File: src/rtl/pc_sequencer.sv
// Program-counter sequencer for the BatPU2 core: selects the next PC per accepted op,
// drives the downstream call stack and tracks its depth to flag overflow/underflow.
module pc_sequencer #(
  parameter int ADDR_W      = 10,
  parameter int STACK_DEPTH = 16,
  parameter int RESET_PC    = 0
) (
  input  logic              clk,
  input  logic              rst,
  input  logic              stall,
  input  logic              op_valid,
  input  logic [2:0]        op_kind,
  input  logic              cond_true,
  input  logic [ADDR_W-1:0] target,
  input  logic [ADDR_W-1:0] ret_addr,
  output logic              op_ready,
  output logic [ADDR_W-1:0] pc,
  output logic              cs_en,
  output logic              cs_sel,
  output logic [ADDR_W-1:0] cs_din,
  output logic              halted,
  output logic              stack_overflow,
  output logic              stack_underflow
);

  localparam int                DEPTH_W   = $clog2(STACK_DEPTH + 1);
  localparam logic [DEPTH_W-1:0] DEPTH_MAX = DEPTH_W'(STACK_DEPTH);
  localparam logic [ADDR_W-1:0]  PC_RST    = ADDR_W'(RESET_PC);

  localparam logic [2:0] OP_JMP = 3'd1;
  localparam logic [2:0] OP_BRH = 3'd2;
  localparam logic [2:0] OP_CAL = 3'd3;
  localparam logic [2:0] OP_RET = 3'd4;
  localparam logic [2:0] OP_HLT = 3'd5;

  typedef enum logic [1:0] {
    S_RUN,
    S_RET_WAIT,
    S_HALTED,
    S_FAULT
  } state_e;

  state_e               state_q, state_d;
  logic [ADDR_W-1:0]    pc_q, pc_d;
  logic [DEPTH_W-1:0]   depth_q, depth_d;
  logic                 ovf_q, ovf_d;
  logic                 unf_q, unf_d;
  logic [ADDR_W-1:0]    pc_inc;
  logic                 accept;

  assign pc_inc = pc_q + ADDR_W'(1);

  always_comb begin
    // NOTE: every signal driven here gets a default first so no path can infer a latch.
    state_d  = state_q;
    pc_d     = pc_q;
    depth_d  = depth_q;
    ovf_d    = ovf_q;
    unf_d    = unf_q;
    cs_en    = 1'b0;
    cs_sel   = 1'b0;
    cs_din   = pc_inc;
    op_ready = (state_q == S_RUN) && !stall && !rst;
    accept   = op_valid && op_ready;

    unique case (state_q)
      S_RUN: begin
        if (accept) begin
          case (op_kind)
            OP_JMP: pc_d = target;
            OP_BRH: pc_d = cond_true ? target : pc_inc;
            OP_CAL: begin
              if (depth_q == DEPTH_MAX) begin
                ovf_d   = 1'b1;
                state_d = S_FAULT;
              end else begin
                cs_en   = 1'b1;
                cs_sel  = 1'b1;
                pc_d    = target;
                depth_d = depth_q + DEPTH_W'(1);
              end
            end
            OP_RET: begin
              if (depth_q == '0) begin
                unf_d   = 1'b1;
                state_d = S_FAULT;
              end else begin
                cs_en   = 1'b1;
                depth_d = depth_q - DEPTH_W'(1);
                state_d = S_RET_WAIT;
              end
            end
            OP_HLT:  state_d = S_HALTED;
            default: pc_d = pc_inc;  // SEQ and the reserved codes 6/7
          endcase
        end
      end
      // The stack presents the popped address one cycle after the pop edge.
      S_RET_WAIT: begin
        pc_d    = ret_addr;
        state_d = S_RUN;
      end
      default: ;  // HALTED and FAULT hold until reset
    endcase
  end

  always_ff @(posedge clk) begin
    // NOTE: sequential state uses non-blocking assignments so all flops update together.
    if (rst) begin
      state_q <= S_RUN;
      pc_q    <= PC_RST;
      depth_q <= '0;
      ovf_q   <= 1'b0;
      unf_q   <= 1'b0;
    end else begin
      state_q <= state_d;
      pc_q    <= pc_d;
      depth_q <= depth_d;
      ovf_q   <= ovf_d;
      unf_q   <= unf_d;
    end
  end

  assign pc              = pc_q;
  assign halted          = (state_q == S_HALTED);
  assign stack_overflow  = ovf_q;
  assign stack_underflow = unf_q;

endmodule

File: config.mk
export PLATFORM = sky130hd
export DESIGN_NAME = pc_sequencer
export DESIGN_NICKNAME = d
export VERILOG_FILES = /design/src/rtl/pc_sequencer.sv
export SDC_FILE = /design/constraint.sdc
export NUM_CORES = 1
export LEC_CHECK = 0
export CAP_MARGIN = 10
export CORE_MARGIN = 10
export CORE_UTILIZATION = 36
export DETAILED_ROUTE_END_ITERATION = 12
export PLACE_DENSITY = 0.68
export SYNTH_ARGS = -nofsm -noshare
export SYNTH_HDL_FRONTEND = slang
export SYNTH_SLANG_ARGS = --single-unit
File: constraint.sdc
create_clock -name clk -period 2.6 [get_ports clk]
set_input_delay 0.26 -clock clk [delete_from_list [all_inputs] [get_ports clk]]
set_output_delay 0.26 -clock clk [all_outputs]
set_load 0.01 [all_outputs]
-- Word level (Yosys, flattened, before mapping)
Cells that the tools add are included.
W data, S select, Z words.
- eq/ne operators: 15
- reduce and logical (&&, ||, !) cells: 15
- muxes and demuxes: 21
- $add $sub $neg: 3
- operators by type and width (kind ; count):
    $pmux W10 S4 ; 1
    $mux W10 ; 3
    $pmux W10 S2 ; 1
    $reduce_and A4 Y1 ; 4
    $add A10 B1 Y10 const B ; 1
    $mux W5 ; 2
    $pmux W5 S2 ; 1
    $ne A2 B2 Y1 const B ; 4
    $mux W1 ; 7
    $eq A3 B2 Y1 const B ; 2
    $eq A3 B3 Y1 const B ; 2
    $mux W2 ; 3
    $ne A3 B3 Y1 const B ; 2
    $pmux W2 S3 ; 1
    $add A5 B1 Y5 const B ; 1
    $eq A5 B5 Y1 const B ; 1
    $logic_not A5 Y1 ; 1
    $reduce_and A5 Y1 ; 1
    $sub A5 B1 Y5 const B ; 1
    $ne A4 B1 Y1 const B ; 1
    $pmux W2 S2 ; 1
    $reduce_bool A2 Y1 ; 2
    $eq A3 B1 Y1 const B ; 1
    $logic_and A1 B1 Y1 ; 3
    6 further kinds ; 7
- input bits: 28
- bits in registers: 19
- word-level logic and storage cells: 59
- output and inout port bits: 26

-- Logic depth before layout (Yosys ltp)
- word-level depth: 6
- mapped depth: 7
- gate-level depth less buffers: 7

-- Least setup slack after synthesis
OpenSTA, ideal clock, no wires.
- kind: input to register
- from: input port op_kind[0]
- to: register depth_q[4]
- path buffers: 0
- stages on the path: 7
- arrival: 1.801 ns
- setup slack: 0.729 ns
- setup time: 0.071 ns
- required time: 2.529 ns
- path through: nor3b_2 -> ha_1 -> a21o_1 -> a21oi_1 -> xor2_1 -> or3_1 -> a21oi_1
- longest elaborated chain between the ends: 3
- elaborated cells on any way between the ends: 7
- those cells by class: eq/ne (4); mux (1); reduce/logical (2)
- RTL lines (item ; line ; RTL):
    start: declaration ; 12 ; input logic [2:0] op_kind,
    $eq A3 B3 Y1 / $eq A3 B2 Y1 (equally long branches) ; 69 ; case (op_kind)
    $ne A2 B2 Y1 (no source line) / $reduce_bool A2 Y1 (equally long branches) ; n/a ;
    $reduce_and A5 Y1 (no source line) ; n/a ;
    end signal: assignment ; 118 ; depth_q <= depth_d;
    end: declaration ; 45 ; logic [DEPTH_W-1:0] depth_q, depth_d;
Parallel ways exist; a longest one is shown, timed or not.
A chain may end at the register's enable or synchronous reset.

-- Worst setup path after layout
- from: register depth_q[0]
- to: output port cs_en
- longest elaborated chain between the ends: 5
- elaborated cells on any way between the ends: 7
- those cells by class: eq/ne (1); mux (5); reduce/logical (1)
- RTL lines (item ; line ; RTL):
    $eq A5 B5 Y1 / $logic_not A5 Y1 (equally long branches) ; 73, 84 ;
    $mux W1, on equally long branches ; 73, 84 ;
    $pmux W1 S2 (*) ; 69 ;
    $mux W1 (*) ; 68 ; if (accept) begin
    $mux W1 (*) ; 66 ; unique case (state_q)
    end: declaration ; 18 ; output logic cs_en,
Every way passes the cells marked *; elsewhere a longest branch is shown, timed or not.

==> metrics <==
r2r worst-path depth=6; crit-path max FO=5; vias in the first global route=1381; die height=81.6 µm; Vias=1404; Fin Setup TNS=0 ns; RR Startpoint=depth_q[0]$_SDFFE_PP0P_; synthesized instance count=162; Layout fillers=355; min-delay src=stack_overflow$_SDFFE_PP0P_; Initial DRT Pass Iterations=4; CTS Buf Count=3; Area growth, synth to finish=46.8%; largest net degree at the start of global routing=20; worst-margin pin slew=0.489 ns; Cell Area, Synth=0.00137 mm²; total global routing overflow=0; Worst Clk Skew=0.00362 ns; worst-case clock buffer depth=2; RSZ-0062 raised after global routing=false; CP endpoint kind=primary output; Ys Warns=0; number of antenna diodes=0; Initial DRC Count=58; VDD IR max=0.354 mV; Critical Path RT=2.34 ns; crit share post-route=0.946; Pwr Density=358 mW/mm²; Hold Path Stages=2; Worst path max stage delay=0.60 ns; fmax=406 MHz; crit start category=flop; Total GRT Usage=0.123; r2r setup slk=0.68 ns; Hold WC Path Type=reg -> reg; Post-Syn Area per Cell=8.43 µm²; final design utilization=0.548; Final #Nets=250; residual DRC count=0; first-pass GRT wire length=6.68 mm; CTS tree=yes; final WL=4.14 mm; ratio of cells with drive above 1 in the final layout=0.125; #FFs+latches synth=19; CORE AREA=0.00366 mm²; port bufs=53; Reg clk slew, reported paths=0.07 ns; maxcap violations=0; Final GP Congestion=0.928; Cells after DPL=258; cells along the critical path=or4_1 -> o21a_1 -> o21ai_4 -> inv_1 -> clkdlybuf4s50_1; status=finished clean; Synthesized Nets=195; clock sinks=19; reg-to-reg endpoint=depth_q[2]$_SDFFE_PP0P_; Boundary Pins=54; DIE AREA=0.00665 mm²; Synth Flop Type=dfxtp_1; starting density of the core=0.373; Post-synth ARST share=0; worst path bufs/invs=2; Final min period=2.46 ns; family with the most delay on the worst path=simple AND/OR/NAND/NOR gates; Vias/cell=5.32; Row Count=22; commonest cells after routing, fill and taps aside=53 x clkdlybuf4s50_1, 23 x nor2_1, 19 x dfxtp_1, 16 x a21oi_1, 9 x nand2_1; Die Wd=81.6 µm; worst rel slew slack=0.674; Seq/Total Area, Yosys=0.279; fin. max-slew vios=0; H-tree depth=1; Non-Filler Instances=264; commonest non-fill, non-tap cell in the layout=clkdlybuf4s50_1; drt wl/cell=15.7 µm; initial antenna violation count=0; Post-synth EDFFs=0; final hold vios=0; Clock Latency Late Sink=0.25 ns; Synth cell types=50; Worst Path Class, Setup=reg -> out; Critical Path Stages=5; CTS Root Cell=clkbuf_8; setup violators final=0; hold-fix buffers at CTS=0; detailed placement HPWL=3.33 mm; Slowest-stage cell, CP=or4_1; Worst Path Arrival=2.20 ns; Hold Crit Endpoint=stack_overflow$_SDFFE_PP0P_; Antenna Violating Nets Remaining=0; leakage power=0.000757 µW
## area by class of cell
cell class	instances	area (µm²)	share of cell area
clock buffer	4	45.0	0.0225
timing repair buffer	58	568	0.283
tap	48	60.1	0.0300
sequential	19	380	0.190
multi-input combinational	132	940	0.469
inverter	3	11.3	0.00562
## registers in the layout (all words and copies together) (netlist names)
| name | flops |
|---|---|
| pc | 10 |
| state_q | 2 |
| depth_q | 5 |
| stack_overflow | 1 |
| stack_underflow | 1 |
## worst min-delay path: stages (launching register included)
cell and delay, ns:
dfxtp_1 0.33, a41oi_1 0.04, nor2_1 0.07
## logic make-up after synthesis
logic type,count (synthesis),share of synthesized area
muxes,3,0.0220
DFF,19,0.279
xor gates and xnor gates,12,0.0770
AOI/OAI and AO/OA,53,0.304
buffers and inverters,11,0.0394
adders and majority gates,5,0.0513
and+or+nand+nor,59,0.227
## layer usage
metal	share of wire	GRT usage	vias up	wire, µm
met3	0.087	0.0393	2	360
met2	0.50	0.227	45	2070
met5	0	0	-	0
met1	0.41	0.137	659	1690
li1	-	-	698	-
met4	0.0046	0.0204	0	19
## power breakdown
part | internal, µW | leakage [µW] | switching (µW)
combinational | 109 | 0.000580 | 83.8
clock | 109 | 0.0000228 | 96.4
sequential | 301 | 0.000154 | 18.0
## Yosys cell counts, types with 2 or more instances
cell type,instances,area (µm²)
clkbuf_1,4,15.0
dfxtp_1,19,380
mux2i_1,3,30.0
nand2_1,9,33.8
or3_1,4,25.0
a21oi_1,16,80.1
o21a_1,6,45.0
a21oi_2,2,17.5
nor2b_1,2,12.5
nor3_1,2,10.0
nor2_1,23,86.3
o21ai_0,5,25.0
xnor2_1,5,43.8
xor2_1,7,61.3
nand3_1,5,25.0
ha_1,4,50.1
nor4_2,2,25.0
inv_1,3,11.3
a211oi_2,6,75.1
a21o_1,2,15.0
o211ai_1,3,22.5
nand4_1,2,12.5
## timing repair
| action | CTS | global route |
|---|---|---|
| gates resized for setup | 0 | 1 |
| buffers inserted | 0 | 2 |
| endpoints found under the setup margin | 0 | 1 |
## worst max path at each step
stage | to | slack [ns] | start
6_report | cs_en | 0.14 | depth_q[0]$_SDFFE_PP0P_
5_1_grt | cs_en | 0.03 | op_kind[2]
4_1_cts | cs_en | 0.02 | depth_q[0]$_SDFFE_PP0P_
3_5_place_dp | depth_q[4]$_SDFFE_PP0P_ | 0.12 | op_kind[2]
3_3_place_gp | cs_en | 0.19 | op_kind[2]
2_1_floorplan | depth_q[4]$_SDFFE_PP0P_ | 0.73 | op_kind[0]
## stage by stage
stage | instance area [µm²] | hold slack, ns | setup WS [ns] | total power, µW
2_1_floorplan | 1370 | 0.445 | 0.729 | 414
3_5_place_dp | 1940 | 0.469 | 0.125 | 519
4_1_cts | 1980 | 0.499 | 0.0156 | 726
6_report | 2000 | 0.482 | 0.139 | 717
3_3_place_gp | 1940 | 0.474 | 0.186 | 515
5_1_grt | 2000 | 0.540 | 0.0256 | 760
No activity file was read; power rests on OpenSTA's default activity.
